`src/rtl/uart_rx_deframer_if.sv`:
```
// Byte handshake between the UART deframer and the input command FIFO.
// The master drives data/valid and the slave answers with ready.
interface uart_rx_deframer_if;
  logic [7:0] data;
  logic       valid;
  logic       ready;

  modport master (
    output data,
    output valid,
    input  ready
  );

  modport slave (
    input  data,
    input  valid,
    output ready
  );
endinterface

```
`src/rtl/uart_rx_deframer.sv`:
```
// 8N1 UART receive deframer: synchronises rx, samples mid-bit and
// hands bytes downstream on valid/ready, flagging framing/overrun.
module uart_rx_deframer #(
  parameter int CLK_FREQ = 100_000_000,
  parameter int BAUD     = 10_000_000
) (
  input  logic clk,
  input  logic rst,
  input  logic rx,
  uart_rx_deframer_if.master rx_if,
  output logic frame_err,
  output logic overrun
);

  localparam int CLK_PER_BIT = CLK_FREQ / BAUD;
  localparam int HALF_BIT    = CLK_PER_BIT / 2;
  localparam int CW          = $clog2(CLK_PER_BIT) + 1;

  localparam logic [CW-1:0] HALF_M1 = CW'(HALF_BIT - 1);
  localparam logic [CW-1:0] BIT_M1  = CW'(CLK_PER_BIT - 1);

  generate
    if (CLK_PER_BIT < 4) begin : g_bad_baud
      $error("uart_rx_deframer: CLK_PER_BIT must be at least 4");
    end
  endgenerate

  typedef enum logic [2:0] {
    IDLE,
    START,
    DATA,
    STOP,
    WAIT_IDLE
  } state_t;

  state_t          r_state;
  logic [1:0]      r_sync;
  logic [CW-1:0]   r_cnt;
  logic [2:0]      r_bit;
  logic [7:0]      r_shift;
  logic [7:0]      r_data;
  logic            r_valid;
  logic            r_frame_err;
  logic            r_overrun;

  logic            w_rx_s;
  logic            w_xfer;

  assign w_rx_s = r_sync[1];
  assign w_xfer = r_valid && rx_if.ready;

  always_ff @(posedge clk or posedge rst) begin
    if (rst) begin
      r_sync <= 2'b11;
    end else begin
      r_sync <= {r_sync[0], rx};
    end
  end

  always_ff @(posedge clk or posedge rst) begin
    if (rst) begin
      r_state     <= IDLE;
      r_cnt       <= '0;
      r_bit       <= '0;
      r_shift     <= '0;
      r_data      <= '0;
      r_valid     <= 1'b0;
      r_frame_err <= 1'b0;
      r_overrun   <= 1'b0;
    end else begin
      r_frame_err <= 1'b0;
      r_overrun   <= 1'b0;
      if (w_xfer) begin
        r_valid <= 1'b0;
      end
      unique case (r_state)
        IDLE: begin
          if (!w_rx_s) begin
            r_state <= START;
            r_cnt   <= '0;
          end
        end
        START: begin
          if (r_cnt == HALF_M1) begin
            r_cnt <= '0;
            if (!w_rx_s) begin
              r_state <= DATA;
              r_bit   <= '0;
            end else begin
              r_state <= IDLE;
            end
          end else begin
            r_cnt <= r_cnt + 1'b1;
          end
        end
        DATA: begin
          if (r_cnt == BIT_M1) begin
            r_cnt          <= '0;
            r_shift[r_bit] <= w_rx_s;
            if (r_bit == 3'd7) begin
              r_state <= STOP;
            end else begin
              r_bit <= r_bit + 1'b1;
            end
          end else begin
            r_cnt <= r_cnt + 1'b1;
          end
        end
        STOP: begin
          if (r_cnt == BIT_M1) begin
            r_cnt <= '0;
            if (w_rx_s) begin
              // leave at mid stop bit so an abutting start bit is caught
              r_state <= IDLE;
              if (r_valid && !rx_if.ready) begin
                r_overrun <= 1'b1;
              end else begin
                r_data  <= r_shift;
                r_valid <= 1'b1;
              end
            end else begin
              r_frame_err <= 1'b1;
              r_state     <= WAIT_IDLE;
            end
          end else begin
            r_cnt <= r_cnt + 1'b1;
          end
        end
        WAIT_IDLE: begin
          if (w_rx_s) begin
            r_state <= IDLE;
          end
        end
        default: begin
          r_state <= IDLE;
        end
      endcase
    end
  end

  assign rx_if.data  = r_data;
  assign rx_if.valid = r_valid;
  assign frame_err   = r_frame_err;
  assign overrun     = r_overrun;

endmodule

```
`src/flat_wrapper.sv`:
```
// flat-port wrapper written by rule: the top's interface ports become plain ports
module uart_rx_deframer_flat 
#(
  parameter int CLK_FREQ = 100_000_000,
  parameter int BAUD     = 10_000_000
)
  (clk, rst, rx, frame_err, overrun, rx_if_data, rx_if_valid, rx_if_ready);
  uart_rx_deframer_if rx_if_i ();
  input  logic clk;
  input  logic rst;
  input  logic rx;
  output logic frame_err;
  output logic overrun;
  output wire logic [$bits(rx_if_i.data)-1:0] rx_if_data;
  output wire logic [$bits(rx_if_i.valid)-1:0] rx_if_valid;
  input wire logic [$bits(rx_if_i.ready)-1:0] rx_if_ready;
  assign rx_if_data = rx_if_i.data;
  assign rx_if_valid = rx_if_i.valid;
  assign rx_if_i.ready = rx_if_ready;
  uart_rx_deframer #(.CLK_FREQ(CLK_FREQ), .BAUD(BAUD)) u_core (.clk(clk), .rst(rst), .rx(rx), .rx_if(rx_if_i), .frame_err(frame_err), .overrun(overrun));
endmodule
```
`config.mk`:
```
export PLATFORM = sky130hd
export DESIGN_NAME = uart_rx_deframer_flat
export DESIGN_NICKNAME = d
export VERILOG_FILES = /design/src/rtl/uart_rx_deframer_if.sv /design/src/rtl/uart_rx_deframer.sv /design/src/flat_wrapper.sv
export SDC_FILE = /design/constraint.sdc
export NUM_CORES = 1
export LEC_CHECK = 0
export BUFFER_PORTS_ARGS = -buffer_cell sky130_fd_sc_hd__buf_2
export CORE_MARGIN = 4
export CORE_UTILIZATION = 57
export CTS_CLUSTER_DIAMETER = 50
export DETAILED_ROUTE_END_ITERATION = 10
export PLACE_DENSITY = 0.88
export REMOVE_ABC_BUFFERS = 1
export SLEW_MARGIN = 20
export SYNTH_ARGS = -nofsm -noshare
export SYNTH_HDL_FRONTEND = slang
export SYNTH_SLANG_ARGS = --single-unit
```
`constraint.sdc`:
```
create_clock -name clk -period 2.3 [get_ports clk]
set_input_delay 0.345 -clock clk [delete_from_list [all_inputs] [get_ports clk]]
set_output_delay 0.345 -clock clk [all_outputs]
set_load 0.1 [all_outputs]
```
==> run metrics, run 1 <==
run status complete, no violations; Post-synth top flop sky130_fd_sc_hd__dfrtp_1; source-to-sink clock delay at the later pin of the worst-skew pair 0.33 ns; largest fanout on the critical path 10; critical path arrival between 2 and 2.5 ns; number of vias in the routed layout between 900 and 1000; post-synthesis sequential element count 32; TritonCTS clock tree built; Least-Margin Pin Slew 0.603 ns; # IOs 15; H-tree levels 2; FF+latch area approximately 800 sq um; number of max-cap violations 0; critical path's largest stage delay a little under 0.5 ns; standby leakage power around 0.90 nW; Site Rows 18; clock tree root driver cell sky130_fd_sc_hd__clkbuf_4; worst setup path category register to register; count of instances resized after the clock tree is built 0; number of buffers inserted to repair setup after CTS 0; hold buffer count at CTS 0; filler cell count in the final layout around 180; category of the worst setup path capture point register; number of sinks handled by clock tree synthesis 32; vias per std cell 5.66; design area between 1500 and 2000 sq um; Horiz. Die Dim 60.4 um; total track usage between 10% and 20%; global-route wire length before repair about 4700 um; Detail Placement HPWL ~2000 um; starting density of the core between 60% and 70%; number of port buffers 14; count of yosys warnings during synthesis 0; largest buffer count on any clock path 2; standard cell area after detailed placement about 1700 sq um; Async SR Flop Fraction 100%; Cell Area, Synth 1560 sq um; top library cells by usage in the layout, fill and taps aside 30 x sky130_fd_sc_hd__dfrtp_1, 14 x sky130_fd_sc_hd__buf_2, 12 x sky130_fd_sc_hd__nor2_1; final weighted congestion in routability-driven placement roughly 0.86; wire length per cell around 16 um; iteration count of the initial detailed-routing pass 4; setup repair after global routing missed its margin false; post-synthesis average cell area 12.4 sq um; power consumption 0.00176 W; maximum operating frequency roughly 470 MHz; Period minus WS final 2.11 ns; setup TNS 0 ns; final hold violation count 0; clock buffer count from CTS 5; Final setup viols 0; post-route clock period utilization about nine tenths; number of global-route vias before repair about 1000; Initial DRC Count 49; critical path data required time 2.52 ns; routed wire length around 2800 um; clock-pin slew of the registers on the worst-case setup and hold paths roughly 0.10 ns; die extent in y a little over 60 um; die area ~3600 sq um; headroom to the max-slew limit ~60%; number of unique standard cell types used by synthesis 35; count of pins over their slew limit 0; Worst Skew between 0.005 and 0.006 ns; number of antenna violations at the first check in global routing 0; area of the core region ~2500 sq um; total DRC errors in the routed layout 0; Power Dens Cells between 1000 and 1500 nW/um^2; layout cell share with drive strength beyond 1 roughly 29%; largest net degree at the start of global routing 18; Routed Antenna Nets 0; area of the multi-input gates 709 sq um; Hold WC Path Type input port to asynchronous set/reset pin; library cell appearing most often on the critical path sky130_fd_sc_hd__ha_1; worst-case vdd ir drop slightly below 0.8 mV; worst path cell trace ha_1 -> ha_1 -> nor3b_1 -> a21oi_1 -> a2111oi_4 -> mux2_4; post-synthesis to final-layout area growth 10.9%; most common cell after layout, fill and taps aside sky130_fd_sc_hd__dfrtp_1; slowest cell on the critical path sky130_fd_sc_hd__dfrtp_1; number of synthesized flops with an enable pin 0; startpoint type of the worst setup path register; ant diodes 0; gate count of the mapped netlist ~130; overflow left after global routing 0; sequential cell area fraction in the yosys report approximately half; Final #Nets 153
critical path: cells and delay by family, from the launching register on:
family          cells  cell delay (ns)
compound gates      2             0.57
fa+ha+maj           2             0.44
flops               1             0.49
mux                 1             0.34
simple gates        1             0.18
power breakdown:
part / internal, W / switching [W] / leakage (nW) / total (W)
clock network: 0.000228 / 0.000188 / 0.0422 / 0.000416
logic: 0.000271 / 0.000274 / 0.426 / 0.000546
registers: 0.000663 / 0.000139 / 0.427 / 0.000802
cell families (layout without fill, tap and decap cells):
group	after synthesis	in the layout	synth area share, %
simple gates	44	44	16.0
mux	21	21	17.0
xor+xnor	2	2	1.12
compound gates	11	11	7.20
buf+inv	11	30	3.28
fa+ha+maj	5	5	4.00
flops	32	32	51.4
routing by layer:
layer | routed length, um | vias to the layer above | track usage, %
li1 | - | 479 | -
met1 | 1190 | 487 | 22.7
met2 | 1370 | 18 | 29.0
met3 | 130 | 7 | 5.32
met4 | 58 | 0 | 8.23
met5 | 0 | - | 0
area by class of cell:
cell class                      instances  share of cell area (%)
Clock buffer                            6                    2.38
Clock inverter                          2                    2.02
Timing Repair Buffer                   16                    4.91
Inverter                                6                    1.30
Tap cell                               30                    2.16
Sequential cell                        32                    46.3
Multi-Input combinational cell         83                    40.9
metrics by stage:
stage               setup WS, ns  hold WS, ns  cells  utilization, %
finish                     0.185       0.0609    175            68.1
CTS                        0.185       0.0846    175            68.1
detailed placement         0.203        0.347    167            65.1
global route              0.0868       0.0838    175            68.1
floorplan                  0.331        0.345    121               -
global placement           0.277        0.346    167            65.1
state kept, by name, indices dropped and copies added, names as in the netlist:
| signal | cells |
|---|---|
| u_core.r_shift | 8 |
| u_core.rx_if.data | 8 |
| u_core.r_cnt | 5 |
| u_core.r_bit | 3 |
| u_core.r_state | 3 |
| u_core.r_sync | 2 |
| u_core.frame_err | 1 |
| u_core.overrun | 1 |
| u_core.rx_if.valid | 1 |
path summary, 6_finish.rpt:
| path | from | endpoint | slack (ns) | depth (start not counted) |
|---|---|---|---|---|
| worst min-delay path | rst | u_core.r_shift[2]$_DFFE_PP0P_ | 0.06 | 2 |
| worst min register to register | u_core.r_sync[0]$_DFF_PP1_ | u_core.r_sync[1]$_DFF_PP1_ | 0.36 | 0 |
| min in group clk | rx | u_core.r_sync[0]$_DFF_PP1_ | 0.10 | 1 |
| max in group asynchronous | rst | u_core.rx_if.data[3]$_DFFE_PP0P_ | 1.65 | 3 |
| worst max register to register | u_core.r_bit[1]$_DFFE_PP0P_ | u_core.r_bit[1]$_DFFE_PP0P_ | 0.19 | 6 |
| worst max-delay path | u_core.r_bit[1]$_DFFE_PP0P_ | u_core.r_bit[1]$_DFFE_PP0P_ | 0.19 | 6 |
cells in the mapped netlist, types with 2 or more instances:
library cell               count  area share [%]
sky130_fd_sc_hd__mux2i_1       3             1.9
sky130_fd_sc_hd__nor3_1        2            0.64
sky130_fd_sc_hd__buf_2         2            0.64
sky130_fd_sc_hd__xnor2_1       2             1.1
sky130_fd_sc_hd__mux2_1        7             5.0
sky130_fd_sc_hd__nand2b_1      2            0.80
sky130_fd_sc_hd__nor2_1       12             2.9
sky130_fd_sc_hd__a21oi_1       2            0.64
sky130_fd_sc_hd__mux2_2        2             1.4
sky130_fd_sc_hd__dfstp_2       2             3.4
sky130_fd_sc_hd__clkbuf_1      2            0.48
sky130_fd_sc_hd__mux2_4        9             8.6
sky130_fd_sc_hd__nor2b_1       3             1.2
sky130_fd_sc_hd__nor3b_1       2            0.96
sky130_fd_sc_hd__nand2_1       9             2.2
sky130_fd_sc_hd__ha_1          5             4.0
sky130_fd_sc_hd__dfrtp_1      30              48
sky130_fd_sc_hd__nand3_1       6             1.9
sky130_fd_sc_hd__inv_1         6             1.4
sky130_fd_sc_hd__a22o_1        3             1.7
Note: power is estimated with default switching activity, not from simulation.
==> run 2: changes to the inputs <==
--- a/config.mk
+++ b/config.mk
@@ -9,6 +9,6 @@
 export CORE_MARGIN = 4
-export CORE_UTILIZATION = 57
+export CORE_UTILIZATION = 45
 export CTS_CLUSTER_DIAMETER = 50
 export DETAILED_ROUTE_END_ITERATION = 10
-export PLACE_DENSITY = 0.88
+export PLACE_DENSITY = 0.74
 export REMOVE_ABC_BUFFERS = 1
==> constraint.sdc (replaced) <==
create_clock -name clk -period 2.3 [get_ports clk]
set_input_delay 0.46 -clock clk [delete_from_list [all_inputs] [get_ports clk]]
set_output_delay 0.46 -clock clk [all_outputs]
set_load 0.1 [all_outputs]
==> run metrics, run 2 (synthesized netlist as in run 1, its figures left out) <==
area of the core region 3340 sq um (+31%); Placed Cells incl. Taps 183 (+9.6%); number of buffers inserted to repair setup after CTS 0 (unchanged); Worst Skew 0.00905 ns (+0.00347 ns); clock tree root driver cell sky130_fd_sc_hd__clkbuf_4; Period minus WS final 2.14 ns (+0.0297 ns); number of vias in the routed layout 972 (-1.9%); worst setup path category register to register; vias per std cell 5.09 (-10%); Detail Placement HPWL 2000 um (-1.8%); post-route clock period utilization 93.2% (+1.3 points); final hold violation count 0 (unchanged); total DRC errors in the routed layout 0 (unchanged); TritonCTS clock tree built; clock buffer count from CTS 5 (unchanged); clock-pin slew of the registers on the worst-case setup and hold paths 0.10 ns (about the same); Site Rows 21 (+3); critical path arrival 2.37 ns (+0.03 ns); largest buffer count on any clock path 2 (unchanged); startpoint type of the worst setup path register; wire length per cell 14.4 um (-8.2%); number of max-cap violations 0 (unchanged); setup repair after global routing missed its margin false; non-filler cells in the finished layout 191 (+9.1%); top library cells by usage in the layout, fill and taps aside 30 x sky130_fd_sc_hd__dfrtp_1, 14 x sky130_fd_sc_hd__buf_2, 12 x sky130_fd_sc_hd__nor2_1; largest fanout on the critical path 8 (-2); number of antenna violations at the first check in global routing 0 (unchanged); critical path data required time 2.52 ns (about the same); post-synthesis to final-layout area growth 11.2%; standby leakage power 0.891 nW (-0.43%); count of pins over their slew limit 0 (unchanged); headroom to the max-slew limit 61.4% (+1.7 points); Horiz. Die Dim 67.0 um (+11%); source-to-sink clock delay at the later pin of the worst-skew pair 0.34 ns (about the same); final weighted congestion in routability-driven placement 0.847 (-1.5%); count of instances resized after the clock tree is built 0 (unchanged); post-layout util 52.1% (-16 points); filler cell count in the final layout 293 (+67%); layout cell share with drive strength beyond 1 29.7% (+0.69 points); most common cell after layout, fill and taps aside sky130_fd_sc_hd__dfrtp_1; Final #Nets 153 (unchanged); number of port buffers 14 (unchanged); die extent in y 67.0 um (+11%); iteration count of the initial detailed-routing pass 4 (unchanged); worst-case vdd ir drop 0.573 mV (-27%); hold buffer count at CTS 0 (unchanged); routed wire length 2760 um (+0.22%); number of global-route vias before repair 1009 (-2.4%); maximum operating frequency 466 MHz (-1.4%); global-route wire length before repair 4770 um (+0.87%); setup TNS 0 ns (unchanged); # IOs 15 (unchanged); power consumption 0.00168 W (-4.6%); Initial DRC Count 43 (-12%); run status complete, no violations; Least-Margin Pin Slew 0.579 ns (-0.0245 ns); total track usage 14.7% (-3.4 points); Hold WC Path Type input port to asynchronous set/reset pin; Power Dens Cells 967 nW/um^2 (-4.9%); worst hold slack 0.104 ns (+0.0426 ns); category of the worst setup path capture point register; starting density of the core 46.9% (-15 points); Routed Antenna Nets 0 (unchanged); H-tree levels 2 (unchanged); die area 4480 sq um (+23%); Final setup viols 0 (unchanged); number of sinks handled by clock tree synthesis 32 (unchanged); ant diodes 0 (unchanged); overflow left after global routing 0 (unchanged); largest net degree at the start of global routing 22 (+4)
-- run 2: per-layer routing --
| metal | routed length [um] | part of all wire [%] | vias up | GRT usage (%) |
|---|---|---|---|---|
| li1 | - | - | 477 | - |
| met1 | 1170 | 43 | 476 | 17.5 |
| met2 | 1420 | 52 | 14 | 23.8 |
| met3 | 100 | 3.6 | 5 | 4.72 |
| met4 | 60 | 2.2 | 0 | 7.34 |
| met5 | 0 | 0 | - | 0 |
-- run 2: through the flow --
step	cell area (sq um)	setup WS [ns]
finish	1740	0.156
global route	1740	0.0688
CTS	1740	0.163
detailed placement	1680	0.194
global placement	1680	0.278
floorplan	1540	0.331
-- run 2: final timing paths --
check                                            start                               end  slack (ns)  cells after the start
min                                                rst        u_core.frame_err$_DFF_PP0_        0.10                      2
min reg2reg                 u_core.r_sync[0]$_DFF_PP1_        u_core.r_sync[1]$_DFF_PP1_        0.36                      0
max reg2reg                u_core.r_bit[0]$_DFFE_PP0P_       u_core.r_bit[1]$_DFFE_PP0P_        0.16                      6
min in group clk                                    rx        u_core.r_sync[0]$_DFF_PP1_        0.22                      1
max in group asynchronous                          rst  u_core.rx_if.data[7]$_DFFE_PP0P_        1.56                      3
max                        u_core.r_bit[0]$_DFFE_PP0P_       u_core.r_bit[1]$_DFFE_PP0P_        0.16                      6
-- run 2: final cells by class --
| type | count | area (sq um) | area share [%] |
|---|---|---|---|
| flip-flops and latches | 32 | 803 | 46.2 |
| multi-input cells | 83 | 709 | 40.8 |
| repair buffers | 16 | 85.1 | 4.89 |
| well taps | 46 | 57.6 | 3.31 |
| clock buffers | 6 | 51.3 | 2.95 |
| inverters | 6 | 22.5 | 1.29 |
| clock inverters | 2 | 10.0 | 0.576 |
-- run 2: where the power goes --
group          switching [W]  internal, W  total (W)
logic               0.000280     0.000277   0.000558
clock network       0.000190     0.000145   0.000335
registers           0.000125     0.000663   0.000789
total               0.000596      0.00109    0.00168
-- run 2: critical path, cell delays in order, from the launching register on --
cell and delay, ns:
sky130_fd_sc_hd__dfrtp_1 0.47, sky130_fd_sc_hd__ha_1 0.24, sky130_fd_sc_hd__ha_1 0.21, sky130_fd_sc_hd__nor3b_1 0.19
sky130_fd_sc_hd__a21oi_1 0.09, sky130_fd_sc_hd__a2111oi_4 0.48, sky130_fd_sc_hd__mux2_4 0.34
